### config.mk
export PLATFORM = sky130hd
export DESIGN_NAME = combi_dmem_arbiter
export DESIGN_NICKNAME = d
export VERILOG_FILES = /design/src/rtl/combi_dmem_arbiter.sv
export SDC_FILE = /design/constraint.sdc
export NUM_CORES = 1
export LEC_CHECK = 0
export CAP_MARGIN = 20
export CORE_AREA = 8 8 111 113
export DETAILED_ROUTE_END_ITERATION = 7
export DIE_AREA = 0 0 119 121
export GPL_TIMING_DRIVEN = 0
export PLACE_DENSITY = 0.74
export SETUP_SLACK_MARGIN = 0.05
export SYNTH_ARGS = -nofsm -noshare
export SYNTH_HDL_FRONTEND = slang
export SYNTH_SLANG_ARGS = --single-unit
### constraint.sdc
create_clock -name clk -period 3.5 [get_ports clk]
set_clock_uncertainty 0.05 [all_clocks]
set_input_delay 0.7 -clock clk [delete_from_list [all_inputs] [get_ports clk]]
set_output_delay 0.7 -clock clk [all_outputs]
set_load 0.01 [all_outputs]
### src/rtl/combi_dmem_arbiter.sv
// combi_dmem_arbiter: round-robin arbiter sharing one single-ported data memory
// between the RISC-V (port 0) and ARM (port 1) cores, with a bounded hold lock.
module combi_dmem_arbiter #(
    parameter int AW = 32,
    parameter int DW = 32,
    parameter int MAX_HOLD = 4
) (
    input  logic          clk,
    input  logic          reset,
    input  logic          req0,
    input  logic          we0,
    input  logic          lock0,
    input  logic [AW-1:0] addr0,
    input  logic [DW-1:0] wdata0,
    output logic          gnt0,
    output logic          rvalid0,
    output logic [DW-1:0] rdata0,
    input  logic          req1,
    input  logic          we1,
    input  logic          lock1,
    input  logic [AW-1:0] addr1,
    input  logic [DW-1:0] wdata1,
    output logic          gnt1,
    output logic          rvalid1,
    output logic [DW-1:0] rdata1,
    output logic          mem_en,
    output logic          mem_we,
    output logic [AW-1:0] mem_addr,
    output logic [DW-1:0] mem_wdata,
    input  logic [DW-1:0] mem_rdata
);
    localparam int HW = $clog2(MAX_HOLD + 1);
    localparam logic [HW-1:0] HMAX = HW'(MAX_HOLD);

    logic          last_gnt;
    logic          lock_v;
    logic          lock_p;
    logic [HW-1:0] hold_cnt;
    logic          rd_pend0;
    logic          rd_pend1;
    logic          locked0;
    logic          locked1;
    logic          g0;
    logic          g1;
    logic          lk;
    logic [HW-1:0] nxt_cnt;

    // A held lock wins outright until it has been used MAX_HOLD times; after
    // that the owner is the last grantee, so round-robin hands over to the other port.
    always_comb begin
        locked0   = lock_v && !lock_p && req0 && (hold_cnt < HMAX);
        locked1   = lock_v && lock_p && req1 && (hold_cnt < HMAX);
        g0        = locked0 || (!locked1 && req0 && (!req1 || last_gnt));
        g1        = locked1 || (!locked0 && req1 && (!req0 || !last_gnt));
        gnt0      = reset && g0;
        gnt1      = reset && g1;
        mem_en    = gnt0 || gnt1;
        mem_we    = gnt0 ? we0 : gnt1 ? we1 : 1'b0;
        mem_addr  = gnt0 ? addr0 : gnt1 ? addr1 : '0;
        mem_wdata = gnt0 ? wdata0 : gnt1 ? wdata1 : '0;
        lk        = gnt0 ? lock0 : gnt1 ? lock1 : 1'b0;
        nxt_cnt   = !lk ? '0 :
                    (lock_v && lock_p == gnt1) ? ((hold_cnt == HMAX) ? HMAX : hold_cnt + HW'(1)) :
                    HW'(1);
    end

    always_ff @(posedge clk) begin
        if (!reset) begin
            last_gnt <= 1'b1;
            lock_v   <= 1'b0;
            lock_p   <= 1'b0;
            hold_cnt <= '0;
            rd_pend0 <= 1'b0;
            rd_pend1 <= 1'b0;
        end else begin
            rd_pend0 <= gnt0 && !we0;
            rd_pend1 <= gnt1 && !we1;
            if (mem_en)
                last_gnt <= gnt1;
            lock_v   <= lk;
            lock_p   <= gnt1;
            hold_cnt <= nxt_cnt;
        end
    end

    assign rvalid0 = rd_pend0;
    assign rvalid1 = rd_pend1;
    assign rdata0  = rd_pend0 ? mem_rdata : '0;
    assign rdata1  = rd_pend1 ? mem_rdata : '0;
endmodule

==> metrics.txt <==
cell with the most instances on the worst path=buf_6; Post-CTS Hold Buffers=0; sequential cell area=between 150 and 200 um^2; portion of total power attributed to the clock network=0.149; Seq pwr share=0.136; critical path endpoint category=primary output; number of buffers inserted by port buffering=between 300 and 400; detailed route wirelength on metal2=6738 um; clock latency at the later pin of the worst-skew pair=0.23 ns; standard cell core area=approximately 11000 um^2; most instantiated flip-flop cell in the synthesis netlist=dfxtp_1; post-route cell area=about 4800 um^2; switching portion of total power=0.2959; count of cell types in the netlist=28; final clock period utilization by the worst path=0.9684; total nets after synthesis=366; FMAX=between 0.2 and 0.3 GHz; Die Width=between 100 and 150 um; placed instance count=approximately 640; share of the synthesized area in the top cell type=0.3681; actual slew at the worst max-slew pin=around 0.72 ns; Residual DRC=0; post-layout instance count excluding filler cells=~640; family with the most delay on the worst path=buffers and inverters; relative area change from synthesis to final layout=214.5%; fraction of layout cells with a size suffix above 1=0.05190; number of optimization iterations in the first detailed-route pass=4; CTS tree=yes; I/O pin total=approximately 300; root buf cell=clkbuf_8; number of setup violations in the final report=0; cell area after synthesis=1523 um^2; overall routed net length=between 10000 and 15000 um; Post-Syn Instances=between 150 and 200; hold_ws=0.5710 ns; DRC violation total after the first TritonRoute iteration=116; starting utilization of the core area=0.1436; floorplan row count=38; final slew viol count=0; vias=between 2k and 3k; relative slew slack=0.5156; leading post-synthesis cells by instance count=66 x and2_1, 64 x a22o_1, 9 x clkbuf_1; TritonCTS buffer count=3; Placer Congestion=~0.83; number of synthesis warnings=0; Seq cells post-synth=8; cell type of the slowest stage on the worst timing path=clkdlybuf4s50_1; GRT Residual Overflow=0; maximum vdd ir drop=0.1185 mV; cell area power density=roughly 160 nW/um^2; share of the yosys chip area belonging to registers=0.1052; antenna-violating nets left=0; Total Nets Final=673; fraction of synthesis flops using an asynchronous set or reset pin=0; number of enable flip-flop cells after synthesis=0; number of global-route vias before repair=roughly 3k; Via density=4.321; endpoint required time on the critical path=2.75 ns; CTS H-tree lvls=1; DPL Wire Length=roughly 11000 um; critical path's largest stage delay=0.49 ns; power spent charging and discharging nets=between 200 and 250 uW; Startpoint Class=input port; internal power=523.6 uW; leading cell type by number of instances after synthesis=and2_1; length of routed met3 wiring=between 900 and 1000 um; cells along the critical path=clkdlybuf4s15_2, inv_1, o311a_4, and2_4, buf_6, buf_6, buf_6, a22o_1, clkdlybuf4s50_1; leading cell types by total area after synthesis=a22o_1 37%, and2_1 27%, dfxtp_1 11%; Total Routing Usage GR=0.1548; fill cell instance count of the final layout=1037; Setup TNS=0 ns; final critical path time including I/O delays and setup=3.390 ns; start-to-end type of the worst setup path=in2out; Worst Setup Slack post-DPL=-0.4720 ns; Synth area leader=a22o_1; area of the die=roughly 14000 um^2; Comb power frac=0.716; number of buffer and inverter stages on the critical path=6; Die Span Y=around 120 um; crit path setup slack, layout=~0.11 ns; wire length on met1=between 4000 and 5000 um; pin count of the biggest net entering global routing=11; Top Metal Used=met4; count of endpoints failing hold in the final timing report=0; first-pass GRT wire length=roughly 18000 um; outcome=finished, final reports clean; detailed-route wire length per cell=between 15 and 20 um; worst-case clock buffer depth=2; area taken by multi-input logic gates=1222 um^2; CTS Sinks=8; worst hold path type=reg2reg; average instance area after synthesis=a little under 8 um^2; number of antenna violations at the first check in global routing=1; RSZ-0062 raised after global routing=no; clock edge transition at the registers on the reported setup and hold paths=about 0.04 ns; max-cap violations=0; leakage component of the power=between 0.0015 and 0.002 uW; largest driver fanout on the critical path=10; Critical Path AT=about 2.6 ns; Placement Cell Area=roughly 4700 um^2
-- path summary, 6_finish.rpt --
| check | to | slack (ns) | depth (start not counted) | startpoint |
|---|---|---|---|---|
| min | hold_cnt[0] | 0.57 | 2 | hold_cnt[0] |
| min reg2reg | hold_cnt[0] | 0.57 | 2 | hold_cnt[0] |
| max | mem_wdata[7] | 0.11 | 9 | req1 |
| max reg2reg | rvalid0 | 1.85 | 6 | hold_cnt[2] |
-- timing repair --
action,in CTS,in global routing
resized for setup,17,0
setup buffers,2,0
endpoints found under the setup margin,67,0
-- layout make-up --
cell class | count | share of cell area
well taps | 140 | 0.03658
flip-flops and latches | 8 | 0.03345
plain buffers | 20 | 0.02900
multi-input cells | 161 | 0.2553
repair buffers | 303 | 0.6318
inverters | 6 | 0.004703
clock buffers | 3 | 0.008623
diodes | 1 | 0.0005226
-- cell usage in the layout (no fill, tap or decap), types with 2 or more instances in the layout --
cell and instances:
clkdlybuf4s50_1 297, and2_1 66, a22o_1 64, buf_4 8, dfxtp_1 8, inv_1 6
clkbuf_1 6, buf_6 5, clkbuf_2 3, a21oi_1 3, clkbuf_8 3, dlygate4sd2_1 3
nand2_1 2, nand3b_1 2, and3_1 2, nor2b_1 2, nor3_1 2, o21ai_0 2
ha_1 2
-- flip-flops by register name, indices dropped and copies added, names as in the netlist --
register	cells
hold_cnt	3
last_gnt	1
lock_p	1
lock_v	1
rvalid0	1
rvalid1	1
-- worst register-to-register path, stage by stage (launching register included) --
cell     delay, ns
dfxtp_1       0.47
nor2b_2       0.10
o311a_4       0.33
and2_4        0.16
buf_6         0.12
buf_4         0.17
nor2b_1       0.14
-- cells by family after synthesis --
family                   synth area share
AND/OR/NAND/NOR                    0.3344
flip-flops                         0.1052
AO/OA/AOI/OAI                      0.4470
adder cells (fa/ha/maj)           0.01643
buffers and inverters             0.09695
-- through the flow --
| step | total power, uW | utilization |
|---|---|---|
| 2_1_floorplan | 257.9 | - |
| 3_3_place_gp | 627.1 | 0.4443 |
| 3_5_place_dp | 634.0 | 0.4443 |
| 4_1_cts | 751.8 | 0.4514 |
| 5_1_grt | 785.5 | 0.4516 |
| 6_report | 743.7 | 0.4516 |
-- per-layer routing --
layer,vias up,GRT usage
met2,169,0.3123
met5,-,0
met4,0,0.02213
met1,1256,0.1542
met3,7,0.04607
li1,1342,-
-- power by group through the flow --
stage | clock (uW) | sequential, uW | combinational (uW)
finish | 111 | 101 | 532
global route | 119 | 102 | 565
CTS | 113 | 101 | 538
detailed placement | 0 | 102 | 532
global placement | 0 | 102 | 525
floorplan | 0 | 101 | 157
(Power assumes the default switching activity.)
==> patch 1: new RTL, same flow settings <==
Make the reset (`reset`) asynchronous in one clocked block.
--- a/src/rtl/combi_dmem_arbiter.sv
+++ b/src/rtl/combi_dmem_arbiter.sv
@@ -64,7 +64,7 @@
                     HW'(1);
     end
 
-    always_ff @(posedge clk) begin
+    always_ff @(posedge clk or negedge reset) begin
         if (!reset) begin
             last_gnt <= 1'b1;
             lock_v   <= 1'b0;
Behaviour: differs if reset is asserted again (counterexample within 4 cycles, from zero or initial values and one cycle with reset low); with reset held inactive, the same outputs for 10 cycles.
==> patch 1 against the original RTL <==
Worst setup slack gained 0.024 ns; synthesized area fell by 1.9%; final area up 0.86%; highest routed layer unchanged; sequential cell count unchanged; sequential power increased by 9%; routed wire length down 1.1%; power rose by 8.1%; sequential share of layout area rose by 0.83 points.
==> patch 1: results (changes against the original RTL) <==
Outcome
  • Status: complete, no violations

Yosys
  • Area contributors post-synth: a22o_1, and2_1, dfrtp_1, clkbuf_1, a311oi_4
  • Sequential area share after synthesis: 13.5% (+3.0 points)
  • Fraction of registers with async set/reset: 100% (+100 points)
  • Synth cell count leaders: a22o_1, and2_1, clkbuf_1
  • Post-Syn Nets: 359 (-1.9%)

Finish
  • Layout cells sized above 1: 5.44% (+0.25 points)
  • # diodes: 0 (-1)

Placed design
  • Post-DP Area: 0.00468 mm2 (-0.61%)
  • Pre-CTS WS: -0.678 ns (-0.206 ns)
  • Placer Congestion: 0.899 (+8.9%)
  • Post-DP HPWL: 11.2 mm (-0.66%)

Setup path
  • Critical R2R Capture: hold_cnt[0]$_DFF_PN0_
  • Reg2Reg Depth: 5 (-1)

Pwr
  • Power Total: 0.000804 W (+8.1%)
  • Seq pwr: 0.000110 W (+9%)
  • Worst-case vdd ir drop: 66.1 uV (-44%)

Global route
  • Initial antenna violation count: 0 (-1)
  • Vias in the first global route: 3,090 (+0.49%)
  • First-pass GRT wire length: 17.8 mm (-0.24%)
  • Largest net degree at the start of global routing: 12 (+1)
  • GRT Util Overall: 15.5% (+0.061 points)

Drt
  • Drt initial violations: 53 (-54%)
  • Routed WL per cell: 19.2 um (-0.18%)

Timing
  • Final hold slack: 0.371 ns (-0.200 ns)
  • Slew @ Worst Pin: 0.473 ns (-0.244 ns)
==> patch 1: cell types whose count changed after synthesis, sizes merged, moves of 2 or more <==
cell,change
inv,-2
clkbuf,+6
nand2,+3
dfrtp,+7
a21oi,-3
a311oi,+2
and3,-2
buf,-7
dfxtp,-8
and2,-3
a211oi,+2
==> patch 1: what timing repair did <==
| action | CTS | global route |
|---|---|---|
| pin swaps | 2 | 1 |
| setup buffers | 2 | 0 |
| hold buffers | 0 | 0 |
| endpoints found under the setup margin | 68 | 26 |
| gates resized for setup | 70 | 21 |
==> patch 1: logic make-up (layout without fill, tap and decap cells) <==
family,Yosys count,count (layout),synth area share [%]
and+or+nand+nor,80,80,33.2
AOI/OAI and AO/OA,74,74,44.5
buffers and inverters,24,331,6.62
DFF,8,8,13.5
adders and majority gates,2,2,1.67
xor gates and xnor gates,1,1,0.586
==> patch 1: how the worst max path moves through the flow <==
stage	cells after the start	slack, ns	end
finish	7	0.13	mem_wdata[5]
global route	7	0.05	mem_wdata[8]
CTS	7	0.06	mem_addr[13]
detailed placement	6	-0.68	mem_wdata[24]
global placement	6	-0.68	mem_wdata[24]
floorplan	5	0.91	mem_wdata[14]
==> patch 1: final cells by class <==
| class | instances | area, um2 |
|---|---|---|
| fillers | 1034 | 5770 |
| flip-flops and latches | 8 | 201 |
| inverters | 4 | 15.0 |
| multi-input cells | 157 | 1200 |
| repair buffers | 303 | 3060 |
| clock buffers | 4 | 45.0 |
| plain buffers | 20 | 134 |
| well taps | 140 | 175 |
==> patch 1: per-layer routing <==
| metal | vias up | global-route usage (%) | part of all wire (%) |
|---|---|---|---|
| met5 | - | 0 | 0 |
| met4 | 0 | 2.77 | 0.79 |
| met3 | 7 | 6.70 | 11 |
| met2 | 182 | 30.8 | 54 |
| met1 | 1231 | 14.5 | 34 |
| li1 | 1315 | - | - |
==> patch 2: new RTL, same flow settings <==
Made on the original files. The parameter `AW` goes from 32 to 16.
--- a/src/rtl/combi_dmem_arbiter.sv
+++ b/src/rtl/combi_dmem_arbiter.sv
@@ -1,7 +1,7 @@
 // combi_dmem_arbiter: round-robin arbiter sharing one single-ported data memory
 // between the RISC-V (port 0) and ARM (port 1) cores, with a bounded hold lock.
 module combi_dmem_arbiter #(
-    parameter int AW = 32,
+    parameter int AW = 16,
     parameter int DW = 32,
     parameter int MAX_HOLD = 4
 ) (
Interface: changed (resized addr0, addr1 and mem_addr); port bits go from 302 to 254. The function was not compared with the original's and may differ.
==> patch 2 against the original RTL <==
Sequential cell count is the same; via count is 14% lower; synthesized area is 9.5% lower; synthesized cell count decreased by 9.7%; register-to-register slack about the same; power fell by 14%; critical endpoint is now mem_wdata[28]; final area decreased by 14%; routed wire length fell by 24%; worst setup slack improved by 0.053 ns.
==> patch 2: results (changes against the original RTL) <==
Timing
  • Final Critical Period: 3.34 ns (-0.0527 ns)
  • Slew margin rel.: 67.5% (+16 points)
  • Final hold slack: 0.534 ns (-0.0371 ns)

Placed design
  • Pre-CTS WS: -0.148 ns (+0.324 ns)
  • Post-DP Area: 0.00409 mm2 (-13%)
  • Post-DP HPWL: 8.58 mm (-24%)
  • Placer Congestion: 0.959 (+16%)

Drt
  • Drt total wl: 9.42 mm (-24%)
  • Drt initial violations: 58 (-50%)

Global route
  • Vias in the first global route: 2,615 (-15%)
  • First-pass GRT wire length: 14.1 mm (-21%)

Finish
  • Filler cell count: 1,071 (+3.3%)
  • Fin cells: 573 (-11%)
  • Finished Core Util: 39.0% (-6.1 points)

Pwr
  • Pleak: 1.62 nW (-13%)
  • P_comb: 0.000431 W (-19%)
  • Worst-case vdd ir drop: 79.4 uV (-33%)

Yosys
  • Synth cell count leaders: and2_1, a22o_1, dfxtp_1
  • Post-synthesis instance total: 177 (-9.7%)
  • Synth Area in Compound Gates: 39.2% (-5.5 points)
  • Post-Syn Nets: 315 (-14%)
  • Area contributors post-synth: a22o_1, and2_1, dfxtp_1, buf_6, buf_2
  • Synth Area in Adders: 1.82% (+0.17 points)

Outcome
  • Status: complete, no violations

Clock tree
  • Setup bufs post-CTS: 0 (-2)
==> patch 2: changes by cell type after synthesis <==
cell	unedited run	this run
a22o_1	64	48
buf_2	7	6
or2_2	1	0
buf_6	5	6
o311ai_0	1	0
or2_1	0	1
clkbuf_1	9	6
o311ai_1	0	1
==> patch 2: per-layer routing <==
metal | wire length [um] | track usage [%] | part of all wire [%]
met3 | 1110 | 5.40 | 12
met4 | 119 | 1.74 | 1.3
met5 | 0 | 0 | 0
met2 | 4900 | 22.1 | 52
met1 | 3290 | 12.5 | 35
==> patch 2: timing repair <==
action                                  CTS  global route
hold buffers                              0             0
endpoints found under the setup margin   50            43
resized for setup                         8             7
==> patch 2: kinds of logic after synthesis <==
| family | count (synthesis) |
|---|---|
| AO/OA/AOI/OAI | 62 |
| buffers and inverters | 24 |
| adder cells (fa/ha/maj) | 2 |
| AND/OR/NAND/NOR | 81 |
| flip-flops | 8 |
==> patch 2: cell type report <==
type	count	share of cell area (%)
timing repair buffer	253	61.0
multi-input combinational	145	26.2
tap	140	4.23
sequential	8	3.87
buffer	18	3.14
clock buffer	3	0.998
inverter	6	0.544
==> patch 2: worst paths after layout <==
check,to,depth (start not counted),from
worst max register to register,rvalid0$_SDFF_PN0_,6,hold_cnt[2]$_SDFF_PN0_
worst min register to register,hold_cnt[2]$_SDFF_PN0_,2,lock_v$_SDFF_PN0_
worst max-delay path,mem_wdata[28],8,req1
worst min-delay path,hold_cnt[2]$_SDFF_PN0_,2,lock_v$_SDFF_PN0_
==> patch 2: worst max-delay path, cell delays in order <==
cell and delay (ns):
clkdlybuf4s15_1 0.30, inv_1 0.08, o311a_4 0.37, and2_4 0.16, buf_6 0.14, buf_6 0.15
a22o_1 0.17, clkdlybuf4s50_1 0.50
